[config.mk]
export PLATFORM = sky130hd
export DESIGN_NAME = ifft_twiddle_cmul_stage
export DESIGN_NICKNAME = d
export VERILOG_FILES = /design/src/rtl/ifft_pkg.sv /design/src/rtl/ifft_cmul_q88.sv /design/src/rtl/ifft_twiddle_cmul_stage.sv
export SDC_FILE = /design/constraint.sdc
export NUM_CORES = 2
export LEC_CHECK = 0
export ABC_AREA = 1
export ABC_CLOCK_PERIOD_IN_PS = 15490
export CORE_UTILIZATION = 50
export DETAILED_ROUTE_END_ITERATION = 7
export GPL_TIMING_DRIVEN = 0
export HOLD_SLACK_MARGIN = 0.15
export PLACE_DENSITY = 0.66
export SLEW_MARGIN = 30
export SYNTH_ARGS = -nofsm -noshare
export SYNTH_HDL_FRONTEND = slang
export SYNTH_SLANG_ARGS = --single-unit
[constraint.sdc]
create_clock -name clk -period 15.49 [get_ports clk]
set_input_delay 2.3235 -clock clk [delete_from_list [all_inputs] [get_ports clk]]
set_output_delay 2.3235 -clock clk [all_outputs]
set_load 0.03 [all_outputs]
[src/rtl/ifft_pkg.sv]
// Shared IFFT types, widths and the Q8.8 saturation helper.
// Contents: DATA_W, TW_FRAC, PROD_W, SUM_W, SAT_MAX/SAT_MIN, cplx_t, sat_q88().
package ifft_pkg;

  localparam int unsigned DATA_W  = 16;
  localparam int unsigned TW_FRAC = 8;
  localparam int unsigned PROD_W  = 2 * DATA_W;
  localparam int unsigned SUM_W   = PROD_W + 1;

  localparam logic signed [DATA_W-1:0] SAT_MAX = {1'b0, {(DATA_W-1){1'b1}}};
  localparam logic signed [DATA_W-1:0] SAT_MIN = {1'b1, {(DATA_W-1){1'b0}}};

  typedef struct packed {
    logic signed [DATA_W-1:0] re;
    logic signed [DATA_W-1:0] im;
  } cplx_t;

  // Clamp a scaled sum into the signed DATA_W range.
  function automatic logic signed [DATA_W-1:0] sat_q88(input logic signed [SUM_W-1:0] x);
    logic signed [DATA_W-1:0] r;
    if (x > SUM_W'(SAT_MAX)) begin
      r = SAT_MAX;
    end else if (x < SUM_W'(SAT_MIN)) begin
      r = SAT_MIN;
    end else begin
      r = DATA_W'(x);
    end
    return r;
  endfunction

endpackage

[src/rtl/ifft_cmul_q88.sv]
// Two-stage Q8.8 complex multiply pipeline: E1 registers the four partial
// products, E2 registers the scaled and saturated result.
// Config macro: IFFT_TW_ROUND_EN selects round-half-up instead of truncation.
// Ports: clk, rst_n, en (pipeline advance), in_valid/in_sop/a/w (stage-1 data),
//        out_valid/out_sop/prod (registered result).
module ifft_cmul_q88
  import ifft_pkg::*;
(
  input  logic  clk,
  input  logic  rst_n,
  input  logic  en,
  input  logic  in_valid,
  input  logic  in_sop,
  input  cplx_t a,
  input  cplx_t w,
  output logic  out_valid,
  output logic  out_sop,
  output cplx_t prod
);

`ifdef IFFT_TW_ROUND_EN
  localparam logic signed [SUM_W-1:0] RND_HALF = SUM_W'(2 ** (TW_FRAC - 1));
`endif

  logic                     s2_valid;
  logic                     s2_sop;
  logic signed [PROD_W-1:0] pr_rr;
  logic signed [PROD_W-1:0] pr_ii;
  logic signed [PROD_W-1:0] pr_ri;
  logic signed [PROD_W-1:0] pr_ir;
  logic signed [SUM_W-1:0]  sum_re;
  logic signed [SUM_W-1:0]  sum_im;
  cplx_t                    res;

  // E1: partial products
  always_ff @(posedge clk or negedge rst_n) begin
    if (!rst_n) begin
      s2_valid <= 1'b0;
      s2_sop   <= 1'b0;
      pr_rr    <= '0;
      pr_ii    <= '0;
      pr_ri    <= '0;
      pr_ir    <= '0;
    end else if (en) begin
      s2_valid <= in_valid;
      s2_sop   <= in_sop;
      pr_rr    <= PROD_W'(a.re) * PROD_W'(w.re);
      pr_ii    <= PROD_W'(a.im) * PROD_W'(w.im);
      pr_ri    <= PROD_W'(a.re) * PROD_W'(w.im);
      pr_ir    <= PROD_W'(a.im) * PROD_W'(w.re);
    end
  end

  // Sum, optional rounding, arithmetic rescale, saturate
  always_comb begin
    sum_re = SUM_W'(pr_rr) - SUM_W'(pr_ii);
    sum_im = SUM_W'(pr_ri) + SUM_W'(pr_ir);
`ifdef IFFT_TW_ROUND_EN
    sum_re = sum_re + RND_HALF;
    sum_im = sum_im + RND_HALF;
`endif
    res.re = sat_q88(sum_re >>> TW_FRAC);
    res.im = sat_q88(sum_im >>> TW_FRAC);
  end

  // E2: output register; data only moves with a valid sample
  always_ff @(posedge clk or negedge rst_n) begin
    if (!rst_n) begin
      out_valid <= 1'b0;
      out_sop   <= 1'b0;
      prod      <= '0;
    end else if (en) begin
      out_valid <= s2_valid;
      if (s2_valid) begin
        out_sop <= s2_sop;
        prod    <= res;
      end
    end
  end

endmodule

[src/rtl/ifft_twiddle_cmul_stage.sv]
// IFFT stage twiddle multiplier: owns the twiddle ROM address counter, aligns
// each sample with the 1-cycle synchronous ROM read and returns a*W in Q8.8.
// Fixed 3-edge latency, one sample per cycle, valid/ready on both sides.
// Config macro: IFFT_TW_ROUND_EN (round half up before the >>>8 rescale).
// Ports: clk, rst_n; in_valid/in_ready/in_sop/in_re/in_im (sample in);
//        rom_addr -> twiddle ROMs, tw_re/tw_im <- ROM data;
//        out_valid/out_ready/out_sop/out_re/out_im (product out).
module ifft_twiddle_cmul_stage
  import ifft_pkg::*;
#(
  parameter int unsigned ADDR_W = 5,
  parameter int unsigned N_TW   = 28
) (
  input  logic              clk,
  input  logic              rst_n,
  input  logic              in_valid,
  output logic              in_ready,
  input  logic              in_sop,
  input  logic [DATA_W-1:0] in_re,
  input  logic [DATA_W-1:0] in_im,
  output logic [ADDR_W-1:0] rom_addr,
  input  logic [DATA_W-1:0] tw_re,
  input  logic [DATA_W-1:0] tw_im,
  output logic              out_valid,
  input  logic              out_ready,
  output logic              out_sop,
  output logic [DATA_W-1:0] out_re,
  output logic [DATA_W-1:0] out_im
);

  logic              stall;
  logic              accept;
  logic [ADDR_W-1:0] addr_sel;
  logic [ADDR_W-1:0] tw_nxt;
  logic [ADDR_W-1:0] tw_cnt;
  logic [ADDR_W-1:0] s1_addr;
  logic              s1_valid;
  logic              s1_sop;
  cplx_t             s1_samp;
  cplx_t             tw;
  cplx_t             prod;

  // Handshake and address select; during stall the ROMs re-read the held
  // sample's twiddle so their output stays aligned with s1.
  always_comb begin
    stall    = out_valid & ~out_ready;
    accept   = in_valid & ~stall;
    addr_sel = in_sop ? '0 : tw_cnt;
    tw_nxt   = (addr_sel == ADDR_W'(N_TW - 1)) ? '0 : addr_sel + ADDR_W'(1);
    rom_addr = stall ? s1_addr : addr_sel;
    tw       = cplx_t'{re: tw_re, im: tw_im};
  end

  assign in_ready = ~stall;

  // E0: sample capture alongside the ROM read, twiddle counter advance
  always_ff @(posedge clk or negedge rst_n) begin
    if (!rst_n) begin
      tw_cnt   <= '0;
      s1_addr  <= '0;
      s1_valid <= 1'b0;
      s1_sop   <= 1'b0;
      s1_samp  <= '0;
    end else if (!stall) begin
      s1_valid <= accept;
      if (accept) begin
        s1_samp <= cplx_t'{re: in_re, im: in_im};
        s1_sop  <= in_sop;
        s1_addr <= addr_sel;
        tw_cnt  <= tw_nxt;
      end
    end
  end

  ifft_cmul_q88 u_cmul (
    .clk       (clk),
    .rst_n     (rst_n),
    .en        (~stall),
    .in_valid  (s1_valid),
    .in_sop    (s1_sop),
    .a         (s1_samp),
    .w         (tw),
    .out_valid (out_valid),
    .out_sop   (out_sop),
    .prod      (prod)
  );

  assign out_re = prod.re;
  assign out_im = prod.im;

endmodule
==> flow_summary_export.csv <==
group,metric,value,unit
run_status,outcome,"complete, but fails checks",
run_status,violations,"DRC",
route,final_antenna_net_count,0,
critical_path,reg2reg_from,"s1_samp[31]$_DFFE_PN0P_",
sta,rsz0062_at_grt,"no",
cts,post_cts_buffers,0,
cts,cts_resized,0,
logic_synthesis,synth_top_area_cell,"fa_1",
place,dp_hpwl,167900,um
critical_path,path_class,"primary input to flop",
cts,holdBufCountCts,0,
critical_path,critPathMaxFanout,10,
final_layout,nets,8647,
sta,hold_ws,0.4763,ns
logic_synthesis,ys_warn_count,0,
sta,fmax,0.1010,GHz
route,drt_pass1_iterations,8,
global_routing,grt_overflow,0,
cts,cts_root_buf,"clkbuf_16",
place,routabilityCongestion,1.134,
critical_path,critPathLaunchType,"primary input",
logic_synthesis,syn_area,53340,sq um
logic_synthesis,synth_edf_count,0,
floorplan,die_area,108000,sq um
cts,cts_htree_levels,1,
final_layout,finalNonFillerCells,8559,
sta,hold_viol,0,
critical_path,required,16.04,ns
logic_synthesis,async_reset_ff_frac,1.000,
floorplan,initial_core_util,0.5053,
critical_path,end_kind,"flop",
floorplan,die_h,328.6,um
logic_synthesis,synth_top_cell_area_share,0.3933,
final_layout,syn_to_final_growth,7.532,%
critical_path,crit_start,"tw_re[2]",
global_routing,grt_start_max_net_pins,70,
route,wl,200900,um
logic_synthesis,ys_ff_latch,208,
cts,cts.sinks,208,
critical_path,r2r_cells,24,
floorplan,core,105600,sq um
route,drcViolationCount,30,
route,num_vias,45540,
floorplan,ioPinCount,109,
logic_synthesis,yosys-top-cells-area,"fa_1 39%, inv_1 14%, nand2_1 14%",
route,first_iter_violations,4517,
sta,fin_skew,0.02002,ns
flow_run,drv_cap,0,
logic_synthesis,yosys-top-cells-count,"1,970 x inv_1, 1,962 x nand2_1, 1,048 x fa_1, 391 x ha_1, 252 x nor2_1",
critical_path,r2r-end,"u_cmul.pr_rr[28]$_DFFE_PN0N_",
logic_synthesis,synth_fp_nets,8505,
global_routing,grt_pass1_wl,295400,um
sta,max-slew-margin-rel,0.2257,
final_layout,nFillCells,10400,
route,wl_per_cell,23.48,um
logic_synthesis,synth.distinct_cells,50,
global_routing,antenna_found_initial,14,
cts,cts-buffers-inserted,28,
logic_synthesis,synthCells,6997,
hold_path,hold_class,"flop to flop",
sta,min_period,9.904,ns
cts,clkLatencyLatePin,0.62,ns
sta,drv_slew,0,
logic_synthesis,avgSynthCellArea,7.624,sq um
critical_path,crit_end,"u_cmul.pr_rr[31]$_DFFE_PN0N_",
cts,cts.clk_slew.worst_paths,0.06,ns
final_layout,post-route-util,0.5434,
sta,final-setup-viol-count,0,
place,dp.cells,8500,
place,io_buffers,106,
global_routing,grt_usage,0.3812,
sta,period_share,0.6394,
sta,setup_tns,0,ns
global_routing,grt_pass1_vias,45900,
sta,worstMarginPinSlew,1.161,ns
critical_path,regToRegSetupSlack,7.60,ns
cts,cts_buffer_depth,3,
floorplan,die_w,328.6,um
critical_path,critical_path_arrival,10.45,ns
logic_synthesis,yosysMostFrequentCell,"inv_1",
route,via_per_inst,5.321,
logic_synthesis,ys.flop_type,"dfrtp_1",
logic_synthesis,seq_area_frac_synth,0.09757,
cts,cts_tree,"yes",
floorplan,rows,119,
final_layout,layout-drive-gt1-share,0.03101,
## sequential cells by signal, summed over array words and instances, names as in the netlist
name and cells:
s1_addr 5, u_cmul.prod 32, u_cmul.pr_ri 32, u_cmul.pr_rr 32, u_cmul.pr_ii 32, u_cmul.s2_sop 1
s1_valid 1, u_cmul.out_sop 1, s1_samp 32, u_cmul.out_valid 1, u_cmul.s2_valid 1, u_cmul.pr_ir 32
s1_sop 1, tw_cnt 5
## per-layer routing
layer | wire [um] | vias to the layer above | track usage
met2 | 86460 | 2188 | 0.5746
li1 | - | 20330 | -
met5 | 176 | - | 0.01065
met3 | 23230 | 386 | 0.1093
met4 | 11360 | 4 | 0.1762
met1 | 79710 | 22630 | 0.5065
## cell type report
type | count | area [sq um] | share of cell area
antenna | 9 | 22.52 | 0.0003926
buffer | 260 | 1067 | 0.01861
clock buffer | 34 | 764.5 | 0.01333
clock inverter | 16 | 202.7 | 0.003534
inverter | 1979 | 7428 | 0.1295
multi-input combinational | 4550 | 39720 | 0.6924
sequential | 208 | 5205 | 0.09074
tap | 1391 | 1740 | 0.03034
timing repair buffer | 112 | 1211 | 0.02111
## metrics by stage
stage                     setup WS, ns  instance area (sq um)
after floorplan                  7.805                  53340
after global placement           2.356                  56150
after detailed placement         5.383                  56360
after CTS                        6.011                  57330
after global routing             5.604                  57340
final                            5.586                  57360
## cell usage in the layout, fill, tap and decap left out, drive strengths merged, types with 6 or more instances in the layout
| cell | count |
|---|---|
| nor2 | 260 |
| a31oi | 14 |
| buf | 17 |
| a21o | 19 |
| o21a | 10 |
| a21boi | 10 |
| fa | 1048 |
| a21oi | 210 |
| nand3b | 9 |
| o21ai | 192 |
| dfrtp | 208 |
| inv | 1982 |
| ha | 391 |
| o21bai | 13 |
| clkbuf | 284 |
| diode | 9 |
| and2 | 8 |
| or2 | 42 |
| clkinv | 6 |
| xor2 | 60 |
| nand3 | 132 |
| nand4 | 19 |
| clkdlybuf4s50 | 105 |
| xnor2 | 67 |
| nor4 | 8 |
| nor3 | 20 |
| nand2 | 1998 |
## worst min-delay path by stage
| stage | from | to | slack, ns | depth (start not counted) |
|---|---|---|---|---|
| floorplan | u_cmul.s2_valid$_DFFE_PN0N_ | u_cmul.out_valid$_DFFE_PN0N_ | 0.43 | 2 |
| global placement | u_cmul.s2_valid$_DFFE_PN0N_ | u_cmul.out_valid$_DFFE_PN0N_ | 0.45 | 2 |
| detailed placement | u_cmul.s2_valid$_DFFE_PN0N_ | u_cmul.out_valid$_DFFE_PN0N_ | 0.45 | 2 |
| CTS | u_cmul.pr_rr[4]$_DFFE_PN0N_ | u_cmul.pr_rr[4]$_DFFE_PN0N_ | 0.49 | 2 |
| global route | u_cmul.pr_rr[28]$_DFFE_PN0N_ | u_cmul.pr_rr[28]$_DFFE_PN0N_ | 0.49 | 2 |
| finish | u_cmul.s2_valid$_DFFE_PN0N_ | u_cmul.out_valid$_DFFE_PN0N_ | 0.48 | 2 |
## cells by family (layout without fill, tap and decap cells)
family                     count (synthesis)  after routing  share of synthesized area
and+or+nand+nor                         2498           2498                     0.1864
buffers and inverters                   2239           2401                     0.1583
adders and majority gates               1439           1439                     0.4850
AOI/OAI and AO/OA                        486            486                    0.05118
DFF                                      208            208                    0.09757
xor gates and xnor gates                 127            127                    0.02156
other                                      0              9                          0
## critical path: stages
cell and delay, ns:
clkdlybuf4s50_1 1.15, clkbuf_1 0.82, nand2_1 0.17, fa_1 0.54
fa_1 0.51, fa_1 0.52, inv_1 0.05, fa_1 0.49
fa_1 0.49, inv_1 0.05, fa_1 0.47, inv_1 0.04
ha_1 0.35, nand2_1 0.17, inv_1 0.08, a21oi_1 0.21
nand3_1 0.23, a21boi_0 0.54, o21bai_1 0.26, nand3_1 0.13
nand2_1 0.07, xor2_1 0.57, nand2_1 0.11, nand2_1 0.08
Power is left out: the tool's default activity adds up to more than one toggle a clock period on the data nets, which glitch-free logic cannot reach.
